### src/rtl/healthcare_pkg.sv
// Shared types and widths for the healthcare analysis path.
// Used by the alarm manager and the analysis core.
package healthcare_pkg;

  localparam int WARN_W = 3;
  localparam int VEC_W  = 6;

  typedef enum logic [1:0] {
    IDLE,
    ALERT,
    ESCALATE,
    HOLD
  } alarm_state_t;

  typedef enum logic [1:0] {
    BZ_OFF,
    BZ_TOGGLE,
    BZ_STEADY
  } buzz_mode_t;

  function automatic logic [WARN_W-1:0] warn_max(
    input logic [WARN_W-1:0] a,
    input logic [WARN_W-1:0] b
  );
    return (a > b) ? a : b;
  endfunction

endpackage

### src/rtl/healthcare_alarm_manager_if.sv
// Abnormality report in, alarm indicators out.
// master drives reports/confirm, slave is the alarm manager.
interface healthcare_alarm_manager_if
  import healthcare_pkg::*;
();

  logic              vectorValid;
  logic [WARN_W-1:0] abnormalityWarning;
  logic [VEC_W-1:0]  abnormalityVector;
  logic              confirm;
  logic              alarmActive;
  logic              escalated;
  logic [VEC_W-1:0]  latchedVector;
  logic [WARN_W-1:0] latchedWarning;
  logic              buzzer;
  logic [7:0]        eventCount;

  modport master (
    output vectorValid,
    output abnormalityWarning,
    output abnormalityVector,
    output confirm,
    input  alarmActive,
    input  escalated,
    input  latchedVector,
    input  latchedWarning,
    input  buzzer,
    input  eventCount
  );

  modport slave (
    input  vectorValid,
    input  abnormalityWarning,
    input  abnormalityVector,
    input  confirm,
    output alarmActive,
    output escalated,
    output latchedVector,
    output latchedWarning,
    output buzzer,
    output eventCount
  );

endinterface

### src/rtl/alarm_buzzer_gen.sv
// Buzzer drive: off, steady, or a BUZZ_DIV half-period toggle.
// The toggle restarts high whenever toggle mode is newly entered.
module alarm_buzzer_gen
  import healthcare_pkg::*;
#(
  parameter int BUZZ_DIV = 4
) (
  input  logic       clock,
  input  logic       reset,
  input  buzz_mode_t mode,
  output logic       buzzer
);

  localparam int DW = (BUZZ_DIV > 1) ? $clog2(BUZZ_DIV) : 1;
  localparam logic [DW-1:0] DLAST = DW'(BUZZ_DIV - 1);

  logic [DW-1:0] r_div;
  buzz_mode_t    r_prev;
  logic          r_buzz;

  always_ff @(posedge clock or posedge reset) begin
    if (reset) begin
      r_div  <= '0;
      r_prev <= BZ_OFF;
      r_buzz <= 1'b0;
    end else begin
      r_prev <= mode;
      unique case (mode)
        BZ_TOGGLE: begin
          if (r_prev != BZ_TOGGLE) begin
            r_buzz <= 1'b1;
            r_div  <= '0;
          end else if (r_div == DLAST) begin
            r_buzz <= ~r_buzz;
            r_div  <= '0;
          end else begin
            r_div  <= r_div + 1'b1;
          end
        end
        BZ_STEADY: begin
          r_buzz <= 1'b1;
          r_div  <= '0;
        end
        default: begin
          r_buzz <= 1'b0;
          r_div  <= '0;
        end
      endcase
    end
  end

  assign buzzer = r_buzz;

endmodule

### src/rtl/healthcare_alarm_manager.sv
// Latched, acknowledgeable alarm with timed escalation,
// buzzer drive and a saturating alarm-entry counter.
module healthcare_alarm_manager
  import healthcare_pkg::*;
#(
  parameter int ESCALATE_CYCLES = 16,
  parameter int BUZZ_DIV        = 4
) (
  input logic                       clock,
  input logic                       reset,
  healthcare_alarm_manager_if.slave bus
);

  localparam int TW = $clog2(ESCALATE_CYCLES);
  localparam logic [TW-1:0] TLAST = TW'(ESCALATE_CYCLES - 1);

  alarm_state_t      r_state;
  logic [VEC_W-1:0]  r_vec;
  logic [WARN_W-1:0] r_warn;
  logic [TW-1:0]     r_timer;
  logic [7:0]        r_cnt;
  logic              r_active;
  logic              r_esc;

  alarm_state_t      w_next;
  logic [VEC_W-1:0]  w_vec;
  logic [WARN_W-1:0] w_warn;
  logic [TW-1:0]     w_timer;
  logic              w_entry;
  logic              w_abn;
  logic              w_new;
  buzz_mode_t        w_mode;
  logic [VEC_W-1:0]  w_mvec;
  logic [WARN_W-1:0] w_mwarn;

  assign w_abn = bus.vectorValid && (|bus.abnormalityVector);
  assign w_new = bus.vectorValid
              && (|(bus.abnormalityVector & ~r_vec));
  assign w_mvec  = r_vec | bus.abnormalityVector;
  assign w_mwarn = warn_max(r_warn, bus.abnormalityWarning);

  always_comb begin
    w_next  = r_state;
    w_vec   = r_vec;
    w_warn  = r_warn;
    w_entry = 1'b0;
    unique case (r_state)
      IDLE: begin
        if (w_abn) begin
          w_next  = ALERT;
          w_vec   = bus.abnormalityVector;
          w_warn  = bus.abnormalityWarning;
          w_entry = 1'b1;
        end
      end
      ALERT: begin
        if (w_abn) begin
          w_vec  = w_mvec;
          w_warn = w_mwarn;
        end
        if (bus.confirm)
          w_next = HOLD;
        else if (r_timer == TLAST)
          w_next = ESCALATE;
      end
      ESCALATE: begin
        if (w_abn) begin
          w_vec  = w_mvec;
          w_warn = w_mwarn;
        end
        if (bus.confirm)
          w_next = HOLD;
      end
      HOLD: begin
        if (bus.vectorValid) begin
          if (!w_abn) begin
            w_next = IDLE;
            w_vec  = '0;
            w_warn = '0;
          end else if (w_new) begin
            w_next  = ALERT;
            w_vec   = w_mvec;
            w_warn  = w_mwarn;
            w_entry = 1'b1;
          end else begin
            w_warn = w_mwarn;
          end
        end
      end
    endcase

    // timer only runs while staying in ALERT
    if (w_next == ALERT && !w_entry)
      w_timer = r_timer + 1'b1;
    else
      w_timer = '0;

    unique case (w_next)
      ALERT:    w_mode = BZ_TOGGLE;
      ESCALATE: w_mode = BZ_STEADY;
      default:  w_mode = BZ_OFF;
    endcase
  end

  always_ff @(posedge clock or posedge reset) begin
    if (reset) begin
      r_state  <= IDLE;
      r_vec    <= '0;
      r_warn   <= '0;
      r_timer  <= '0;
      r_cnt    <= '0;
      r_active <= 1'b0;
      r_esc    <= 1'b0;
    end else begin
      r_state  <= w_next;
      r_vec    <= w_vec;
      r_warn   <= w_warn;
      r_timer  <= w_timer;
      r_active <= (w_next == ALERT) || (w_next == ESCALATE);
      r_esc    <= (w_next == ESCALATE);
      if (w_entry && r_cnt != 8'hFF)
        r_cnt <= r_cnt + 8'd1;
    end
  end

  alarm_buzzer_gen #(
    .BUZZ_DIV (BUZZ_DIV)
  ) u_buzz (
    .clock  (clock),
    .reset  (reset),
    .mode   (w_mode),
    .buzzer (bus.buzzer)
  );

  assign bus.alarmActive    = r_active;
  assign bus.escalated      = r_esc;
  assign bus.latchedVector  = r_vec;
  assign bus.latchedWarning = r_warn;
  assign bus.eventCount     = r_cnt;

endmodule

### src/flat_wrapper.sv
// flat-port wrapper written by rule: the top's interface ports become plain ports
module healthcare_alarm_manager_flat import healthcare_pkg::*;
#(
  parameter int ESCALATE_CYCLES = 16,
  parameter int BUZZ_DIV        = 4
)
  (clock, reset, bus_vectorValid, bus_abnormalityWarning, bus_abnormalityVector, bus_confirm, bus_alarmActive, bus_escalated, bus_latchedVector, bus_latchedWarning, bus_buzzer, bus_eventCount);
  healthcare_alarm_manager_if bus_i ();
  input logic clock;
  input logic reset;
  input wire logic [$bits(bus_i.vectorValid)-1:0] bus_vectorValid;
  input wire logic [$bits(bus_i.abnormalityWarning)-1:0] bus_abnormalityWarning;
  input wire logic [$bits(bus_i.abnormalityVector)-1:0] bus_abnormalityVector;
  input wire logic [$bits(bus_i.confirm)-1:0] bus_confirm;
  output wire logic [$bits(bus_i.alarmActive)-1:0] bus_alarmActive;
  output wire logic [$bits(bus_i.escalated)-1:0] bus_escalated;
  output wire logic [$bits(bus_i.latchedVector)-1:0] bus_latchedVector;
  output wire logic [$bits(bus_i.latchedWarning)-1:0] bus_latchedWarning;
  output wire logic [$bits(bus_i.buzzer)-1:0] bus_buzzer;
  output wire logic [$bits(bus_i.eventCount)-1:0] bus_eventCount;
  assign bus_i.vectorValid = bus_vectorValid;
  assign bus_i.abnormalityWarning = bus_abnormalityWarning;
  assign bus_i.abnormalityVector = bus_abnormalityVector;
  assign bus_i.confirm = bus_confirm;
  assign bus_alarmActive = bus_i.alarmActive;
  assign bus_escalated = bus_i.escalated;
  assign bus_latchedVector = bus_i.latchedVector;
  assign bus_latchedWarning = bus_i.latchedWarning;
  assign bus_buzzer = bus_i.buzzer;
  assign bus_eventCount = bus_i.eventCount;
  healthcare_alarm_manager #(.ESCALATE_CYCLES(ESCALATE_CYCLES), .BUZZ_DIV(BUZZ_DIV)) u_core (.clock(clock), .reset(reset), .bus(bus_i));
endmodule
### config.mk
export PLATFORM = sky130hd
export DESIGN_NAME = healthcare_alarm_manager_flat
export DESIGN_NICKNAME = d
export VERILOG_FILES = /design/src/rtl/healthcare_pkg.sv /design/src/rtl/healthcare_alarm_manager_if.sv /design/src/rtl/alarm_buzzer_gen.sv /design/src/rtl/healthcare_alarm_manager.sv /design/src/flat_wrapper.sv
export SDC_FILE = /design/constraint.sdc
export NUM_CORES = 1
export LEC_CHECK = 0
export ABC_AREA = 1
export CAP_MARGIN = 20
export CORE_UTILIZATION = 45
export CTS_BUF_LIST = sky130_fd_sc_hd__clkbuf_2
export CTS_CLUSTER_DIAMETER = 30
export DETAILED_ROUTE_END_ITERATION = 10
export HOLD_SLACK_MARGIN = 0.02
export PLACE_DENSITY = 0.72
export SETUP_SLACK_MARGIN = 0.02
export SLEW_MARGIN = 25
export SYNTH_ARGS = -nofsm -noshare
export SYNTH_HDL_FRONTEND = slang
export SYNTH_SLANG_ARGS = --single-unit
### constraint.sdc
create_clock -name clock -period 5.6 [get_ports clock]
set_input_delay 0.56 -clock clock [delete_from_list [all_inputs] [get_ports clock]]
set_output_delay 0.56 -clock clock [all_outputs]
set_load 0.05 [all_outputs]
* After elaboration in Yosys (flattened, before gate mapping)
Cells that the tools add are included.
** Storage, ports and cells
- Flip-flop bits (word level) :: 30
- Bits of input ports :: 13
- Output and inout port bits :: 20
- Word-level logic and storage cells :: 79
** Cells by class
- $add $sub $neg :: 3
- $lt $le $gt $ge :: 1
- Equal/unequal tests :: 16
- Muxes and demuxes :: 33
- Bitwise operators :: 4
- Reductions and logical operators :: 12
** Operators with widths (count)
- $mux W6 :: 5
- $mux W2 :: 10
- $pmux W6 S3 :: 1
- $mux W3 :: 5
- $reduce_or A6 Y1 :: 2
- $eq A2 B2 Y1 const B :: 5
- $pmux W3 S3 :: 1
- $add A8 B1 Y8 const B :: 1
- $ne A8 B8 Y1 const B :: 1
- $pmux W2 S4 :: 1
- $and A6 B6 Y6 :: 1
- $eq A2 B1 Y1 const B :: 3
- $mux W1 :: 6
- $ne A2 B1 Y1 const B :: 3
- $ne A3 B3 Y1 const B :: 2
- $not A6 Y6 :: 1
- $or A6 B6 Y6 :: 1
- $add A4 B1 Y4 const B :: 1
- $eq A4 B4 Y1 const B :: 1
- $logic_and A1 B1 Y1 :: 4
- $mux W4 :: 1
- $pmux W1 S2 :: 2
- $pmux W2 S2 :: 1
- $reduce_and A4 Y1 :: 1
- 9 further kinds :: 9

* Longest topological paths before layout
Gate-level depths: netlist of the first run.
- Word-level depth :: 12
- Depth in mapped cells :: 16

* By module
From an unflattened synthesis of the first run, not the netlist that was laid out.
** Unflattened totals
- Cell total of the unflattened synthesis :: 241
- Area, all modules :: 1988.2 sq um
** Modules (own cells, without submodules)
- healthcare_alarm_manager :: instances 1, cells each 216, area each 1750.4 sq um, seq. area each 625.6 sq um
- alarm_buzzer_gen :: instances 1, cells each 25, area each 237.7 sq um, seq. area each 125.1 sq um

* Worst setup path after synthesis of the first run
No wires, ideal clock.
- Kind :: register -> register
- From :: reg u_core.r_vec[0], in the netlist u_core.bus.latchedVector[0]
- To :: reg u_core.u_buzz.r_buzz, in the netlist u_core.u_buzz.buzzer
- Setup time :: 130 ps
- Arrival :: 1846 ps
- Required time :: 5470 ps
- Slack :: 3624 ps
- Cell stages (with the launch flop) :: 17
- Path buffers :: 0
- Path through :: dfrtp_1 > inv_1 > nand2_1 > nand2_1 > nor2_1 > nand2_1 > nand2_1 > nand2_1 > nand2_1 > nand2_1 > nand2_1 > inv_2 > ha_1 > o21ai_0 > inv_1 > o211ai_1 > o21ai_0
** Between the ends
- Word-level cells in the longest chain between the ends :: 12
- Elaborated cells on any way between the ends :: 15
** Ends and longest elaborated chain
- start, declared :: line healthcare_alarm_manager.sv:18 : logic [VEC_W-1:0] r_vec;
- start signal, assigned :: line healthcare_alarm_manager.sv:116 : r_vec <= w_vec;
- $not A6 Y6 (*) :: line healthcare_alarm_manager.sv:38 : && (|(bus.abnormalityVector & ~r_vec));
- $and A6 B6 Y6 (*) :: line healthcare_alarm_manager.sv:38
- $reduce_or A6 Y1 (*) :: line healthcare_alarm_manager.sv:38
- $logic_and A1 B1 Y1 (*) :: line healthcare_alarm_manager.sv:38
- $mux W2 (*) :: line healthcare_alarm_manager.sv:80 : end else if (w_new) begin
- $mux W2 (*) :: line healthcare_alarm_manager.sv:76 : if (!w_abn) begin
- $mux W2 (*) :: line healthcare_alarm_manager.sv:75 : if (bus.vectorValid) begin
- $pmux W2 S4 (*) :: line healthcare_alarm_manager.sv:47 : unique case (r_state)
- net u_core.w_next[0] :: line healthcare_alarm_manager.sv:25 : alarm_state_t w_next;
- $eq A2 B2 Y1 / $eq A2 B1 Y1 (equally long branches) :: line healthcare_alarm_manager.sv:98 : unique case (w_next)
- $pmux W2 S2 (*) :: line healthcare_alarm_manager.sv:98
- net u_core.u_buzz.mode[0] :: line alarm_buzzer_gen.sv:10 : input buzz_mode_t mode,
- $eq A2 B2 Y1 / $eq A2 B1 Y1 (equally long branches) :: line alarm_buzzer_gen.sv:28 : unique case (mode)
- $pmux W1 S2 / $ne A3 B3 Y1 (equally long branches)
- end signal, assigned :: line alarm_buzzer_gen.sv:34 : r_buzz <= ~r_buzz;
- end, declared :: line alarm_buzzer_gen.sv:19 : logic r_buzz;
Mark *: on every way through the listed nets, which the timed path passes. The rest lies on a longest branch.
A chain may end at the register's enable or synchronous reset.

* Final worst setup path of the first run
- From :: reg u_core.r_cnt[2], in the netlist u_core.bus.eventCount[2]
- To :: out bus_eventCount[2]
** RTL lines
- start, declared :: line healthcare_alarm_manager.sv:21 : logic [7:0] r_cnt;
- start signal, assigned :: line healthcare_alarm_manager.sv:122 : r_cnt <= r_cnt + 8'd1;
- end, declared :: line flat_wrapper.sv:20 : output wire logic [$bits(bus_i.eventCount)-1:0] bus_eventCount;
No word-level cell between the ends.

==> results.json, run 1 <==
{
  "critPathKind": "reg -> out",
  "core_sq_um": 4000,
  "wire_per_inst_um": 11.5,
  "min_to": "u_core.u_buzz.r_div[0]",
  "p_clk_share_pct": 8.2,
  "multiInputGateArea_sq_um": 997,
  "drv_cap": 0,
  "cp_top_family": "buffers and inverters",
  "io_buffers": 32,
  "min_from": "u_core.u_buzz.r_div[0]",
  "fin_setup_tns_ns": 0,
  "synth_area_sq_um": 1870,
  "fin_util_pct": 57.1,
  "via_per_inst": 5.02,
  "peakVddDrop_v": 0.000276,
  "cts_buffers": 5,
  "grt_pass1_wl_um": 6700,
  "yosysWarnings": 0,
  "rows": 23,
  "root_buffer": "clkbuf_2",
  "critical_path.max_fanout": 5,
  "finalHoldViolations": 0,
  "combPwrFrac_pct": 64.2,
  "clk_pin_slew_ns": 0.17,
  "path_cells": "clkdlybuf4s50_1",
  "syn_avg_cell_area_sq_um": 7.79,
  "p_int_uw": 583,
  "grt_use_total_pct": 20.3,
  "fp.dieW_um": 66.5,
  "swShare_pct": 53.9,
  "crit_slowest_cell": "clkdlybuf4s50_1",
  "crit_path_start": "u_core.bus.eventCount[2]",
  "ys_types": 26,
  "synth_top_area_share_pct": 38.8,
  "synth_ff_type": "dfrtp_1",
  "slew_headroom_pct": 66.6,
  "r2r-start": "u_core.r_state[1]",
  "ant_nets": 0,
  "synth-seq-cells": 29,
  "seq_power_share_pct": 27.7,
  "dr.pass1.iters": 4,
  "num_io_pins": 33,
  "crit_buf_inv": 1,
  "tritoncts": "yes",
  "grt_pass1_vias": 1597,
  "h-tree-depth": 2,
  "post-dp-hpwl_um": 2700,
  "clock_path_buffers": 2,
  "grt_setup_unrepaired": "false",
  "worst_clock_skew_ns": 0.0277,
  "crit_required_ns": 5.04,
  "r2r_slack_ns": 3.52,
  "worstHoldPathCells": 1,
  "clkSinkCount": 29,
  "fillers": 398,
  "p_leak_uw": 0.00119,
  "layout.area.seq_sq_um": 726,
  "dr_total_vias": 1658,
  "num_antenna_cells": 0,
  "setup_viol": 0,
  "end_kind": "output port",
  "initial_utilization_pct": 46.7,
  "syn_to_final_growth_pct": 22.3,
  "cts-resized-gates": 0,
  "netlist_instances": 240,
  "p_per_area_nw_per_um2": 553,
  "finalNetCount": 306,
  "synth_top_area_cell": "dfrtp_1",
  "ys_async_sr_fraction_pct": 100,
  "slew_viol_final": 0,
  "cts.hold.buffers_added": 0,
  "timing.rr.end": "u_core.u_buzz.buzzer",
  "synth_nets": 267,
  "reg2regPathDepth": 12,
  "synth_edf_count": 0,
  "overflow": 0,
  "start_kind": "flop",
  "drt_wl_total_um": 3800,
  "fp.dieH_um": 66.5,
  "hp-class": "reg -> reg",
  "worst_pin_slew_ns": 0.499,
  "cts_setup_buffers": 0,
  "synth_area_leaders": "dfrtp_1 (39%), nand2_1 (14%), ha_1 (9.4%), inv_1 (6.4%), nand4_1 (6.0%)",
  "max_stage_delay_ns": 0.84,
  "place_congestion": 0.772,
  "post-route-period-util_pct": 40.7,
  "layout-drive-gt1-share_pct": 10.0,
  "arrival_ns": 1.72,
  "die_area_sq_um": 4420,
  "dr.first_iter.drc_count": 103,
  "fmax_mhz": 438,
  "status": "completed",
  "antenna_found_initial": 0,
  "switching_power_uw": 681,
  "min_period_ns": 2.28,
  "clk_latency_ns": 0.40,
  "drc": 0,
  "grt_max_degree": 30,
  "synth_seq_area_share_pct": 38.8
}
[state kept, by name, summed over array words and instances, names as in the netlist]
signal                     cells
u_core.bus.alarmActive         1
u_core.bus.escalated           1
u_core.bus.eventCount          8
u_core.bus.latchedVector       6
u_core.bus.latchedWarning      3
u_core.r_state                 2
u_core.r_timer                 4
u_core.u_buzz.buzzer           1
u_core.u_buzz.r_div            2
u_core.u_buzz.r_prev           1
[cells in the mapped netlist (3+ instances only)]
library cell  instances
nand2_1              71
nand3_1              10
inv_1                32
a21oi_1               6
ha_1                 14
o21bai_1              4
nor2_1               19
nand2_4               3
dfrtp_1              29
nand4_1              18
xor2_1                4
inv_2                 4
o21ai_0               5
nand2_2               3
nor2_2                4
nand3_2               4
[worst max path at each step]
| stage | endpoint | slack [ns] | cells after the start |
|---|---|---|---|
| 6_report | bus_eventCount[2] | 3.32 | 1 |
| 5_1_grt | bus_eventCount[0] | 3.27 | 1 |
| 4_1_cts | bus_eventCount[2] | 3.32 | 1 |
| 3_5_place_dp | u_core.u_buzz.buzzer | 3.08 | 14 |
| 3_3_place_gp | u_core.u_buzz.buzzer | 3.15 | 14 |
| 2_1_floorplan | u_core.u_buzz.buzzer | 3.62 | 16 |
[stage by stage]
step | cell area (sq um) | std cells | hold WS (ns) | setup slack (ns) | total power (uW)
final | 2290 | 330 | 0.454 | 3.32 | 1260
after CTS | 2290 | 330 | 0.457 | 3.32 | 1280
after detailed placement | 2250 | 322 | 0.424 | 3.08 | 1170
after global routing | 2290 | 330 | 0.475 | 3.27 | 1380
after global placement | 2250 | 322 | 0.422 | 3.15 | 1150
after floorplan | 1870 | 240 | 0.409 | 3.62 | 950
[power groups by stage]
| stage | Combinational [uW] | Sequential (uW) | Clock, uW |
|---|---|---|---|
| floorplan | 425 | 526 | 0 |
| global placement | 800 | 355 | 0 |
| detailed placement | 813 | 354 | 0 |
| CTS | 819 | 350 | 107 |
| global route | 904 | 362 | 116 |
| finish | 811 | 350 | 103 |
[placed cells by master (no fill, tap or decap), types with 2 or more instances in the layout]
cell	n
nand2_1	71
inv_1	32
clkdlybuf4s50_1	32
dfrtp_1	29
nor2_1	19
nand4_1	18
ha_1	14
nand3_1	10
a21oi_1	6
o21ai_0	5
clkbuf_2	5
nor2_2	4
nand3_2	4
inv_2	4
o21bai_1	4
xor2_1	4
nand2_2	3
nand2_4	3
clkinv_1	2
[area by class of cell]
type | count | share of cell area (%)
Multi-Input combinational cell | 174 | 43.6
Inverter | 36 | 5.91
Clock buffer | 5 | 1.09
Clock inverter | 3 | 0.547
Timing Repair Buffer | 33 | 14.3
Tap cell | 50 | 2.74
Sequential cell | 29 | 31.7
[cells by family (layout without fill, tap and decap cells)]
kind of cell,Yosys count,in the layout,share of synthesized area (%)
adders and majority gates,14,14,9.37
buffers and inverters,37,77,7.83
xor gates and xnor gates,5,5,2.34
AOI/OAI and AO/OA,19,19,6.36
DFF,29,29,38.8
and+or+nand+nor,136,136,35.3
[per-layer routing]
layer / up-vias / part of all wire, % / track usage [%]
met5: - / 0 / 0
met4: 0 / 2.0 / 11.2
li1: 858 / - / -
met3: 7 / 4.7 / 4.45
met2: 37 / 45 / 32.0
met1: 756 / 48 / 25.7
Note: power is estimated with default switching activity, not from simulation.
==> run 2, diff against run 1 <==
PLACE_DENSITY = 0.75   (was 0.72)
clock period = 1.85 ns   (was 5.6 ns; I/O delays follow)
==> results.json, run 2 (synthesis gave the netlist of run 1 again) <==
{
  "drt_wl_total_um": 4230,
  "peakVddDrop_v": 0.00109,
  "slew_viol_final": 0,
  "grt_setup_unrepaired": "true",
  "syn_to_final_growth_pct": 44.8,
  "initial_utilization_pct": 46.7,
  "critPathKind": "reg -> reg",
  "post-route-period-util_pct": 100,
  "grt_max_degree": 15,
  "whs_ns": 0.0521,
  "drv_cap": 0,
  "fp.dieW_um": 66.5,
  "fmax_mhz": 540,
  "final_common_cell": "nand2_1",
  "swShare_pct": 48.2,
  "worst_clock_skew_ns": 0.0340,
  "wire_per_inst_um": 11.9,
  "timing.rr.end": "u_core.u_buzz.buzzer",
  "hp-class": "in -> async",
  "num_io_pins": 33,
  "grt_use_total_pct": 21.5,
  "dr_total_vias": 1759,
  "drc": 0,
  "tritoncts": "yes",
  "p_clk_share_pct": 12.5,
  "fillers": 332,
  "layout_common_cells": "nand2_1 (68), inv_1 (28), buf_4 (23), dfrtp_1 (21)",
  "r2r-start": "u_core.r_state[1]",
  "io_buffers": 32,
  "root_buffer": "clkbuf_2",
  "ant_nets": 0,
  "min_period_ns": 1.85,
  "combPwrFrac_pct": 64.9,
  "clk_latency_ns": 0.38,
  "core_sq_um": 4000,
  "fp.dieH_um": 66.5,
  "arrival_ns": 2.15,
  "switching_power_uw": 2350,
  "via_per_inst": 4.97,
  "post-dp-hpwl_um": 2990,
  "dr.pass1.iters": 6,
  "cts_buffers": 5,
  "r2r_slack_ns": -0.002,
  "violations": "setup timing",
  "fin_setup_tns_ns": -0.00236,
  "layout-drive-gt1-share_pct": 28.0,
  "finalNetCount": 330,
  "setup_viol": 1,
  "largest_reg_flops": 8,
  "antenna_found_initial": 0,
  "setup_ws_ns": -0.00236,
  "seq_power_share_pct": 22.6,
  "slew_headroom_pct": 66.4,
  "overflow": 0,
  "p_leak_uw": 0.00144,
  "die_area_sq_um": 4420,
  "h-tree-depth": 2,
  "clk_pin_slew_ns": 0.20,
  "clock_path_buffers": 2,
  "status": "finished, violations left",
  "end_kind": "flop",
  "dr.first_iter.drc_count": 107,
  "place_congestion": 0.821,
  "p_per_area_nw_per_um2": 1810,
  "rows": 23,
  "finalHoldViolations": 0,
  "worst_pin_slew_ns": 0.503,
  "grt_pass1_vias": 1590,
  "clkSinkCount": 29,
  "num_antenna_cells": 0,
  "p_int_uw": 2530,
  "critical_path.max_fanout": 4,
  "grt_pass1_wl_um": 7160,
  "crit_required_ns": 2.15,
  "start_kind": "flop",
  "reg2regPathDepth": 10
}
## run 2: cell count changes in the layout (fill, tap and decap cells not counted), moves of 3 or more
cell	before	now
dfrtp_1	29	21
inv_1	32	28
inv_2	4	7
ha_1	14	6
nand2_1	71	68
clkdlybuf4s50_1	32	17
dfrtp_2	0	8
ha_4	0	6
buf_4	1	23
dlymetal6s2s_1	0	7
nand2_2	3	6
dlygate4sd2_1	0	8
## run 2: metrics by stage
step | utilization [%] | worst slack [ns] | total power (uW) | area [sq um] | std cells
2_1_floorplan | - | 0.0208 | 2890 | 1880 | 240
3_3_place_gp | 59.6 | -0.140 | 3780 | 2380 | 339
3_5_place_dp | 59.6 | -0.211 | 3820 | 2380 | 339
4_1_cts | 63.2 | 0.0215 | 4560 | 2530 | 349
5_1_grt | 67.7 | -0.0694 | 5290 | 2710 | 354
6_report | 67.7 | -0.00236 | 4890 | 2710 | 354
## run 2: power groups by stage
stage / clock [uW] / combinational [uW] / sequential, uW
after floorplan: 0 / 1290 / 1610
after global placement: 0 / 2690 / 1090
after detailed placement: 0 / 2730 / 1090
after CTS: 625 / 2850 / 1080
after global routing: 650 / 3510 / 1140
final: 610 / 3170 / 1100
## run 2: worst max-delay path by stage
stage	start	endpoint	slack, ns	depth (start not counted)
after global placement	bus_abnormalityVector[2]	u_core.u_buzz.buzzer	-0.14	14
after CTS	u_core.bus.latchedWarning[1]	bus_latchedWarning[1]	0.02	1
after floorplan	u_core.bus.latchedVector[2]	u_core.u_buzz.buzzer	0.02	16
final	u_core.r_state[1]	u_core.u_buzz.buzzer	-0.002	10
after global routing	u_core.r_state[0]	u_core.u_buzz.buzzer	-0.07	12
after detailed placement	bus_abnormalityVector[2]	u_core.u_buzz.buzzer	-0.21	14
## run 2: area by class of cell
class                      instances  area, sq um  area share, %
clock buffer                       5         25.0          0.925
multi-input combinational        174         1150           42.4
tap                               50         62.6           2.31
inverter                          36          138           5.09
clock inverter                     3         65.1           2.40
sequential                        29          736           27.2
timing repair buffer              57          532           19.6
## run 2: routing by layer
layer	vias up	share of wire, %	GRT usage (%)
li1	904	-	-
met1	800	47	28.2
met2	47	47	35.2
met3	8	4.9	5.31
met4	0	1.3	5.85
met5	-	0	0
## run 2: timing repair
action                     in CTS  in global routing
gates resized for setup        25                 27
setup buffers                   2                  5
setup endpoints to repair      15                 25
pin swaps                       4                 13
hold buffers                    0                  0
## run 2: worst max-delay path, stage by stage (launching register included)
cell,delay [ns]
dfrtp_2,0.50
inv_2,0.13
ha_4,0.16
o22ai_4,0.06
o21a_1,0.19
nand2_1,0.07
nand2_2,0.08
buf_4,0.14
ha_2,0.17
o211ai_1,0.18
o21ai_1,0.09
==> run 3, diff against run 2 <==
ABC_CLOCK_PERIOD_IN_PS = 1850   (was unset)
==> results of run 3 <==
The final DEF is identical to that of run 2; final timing and power are the same.
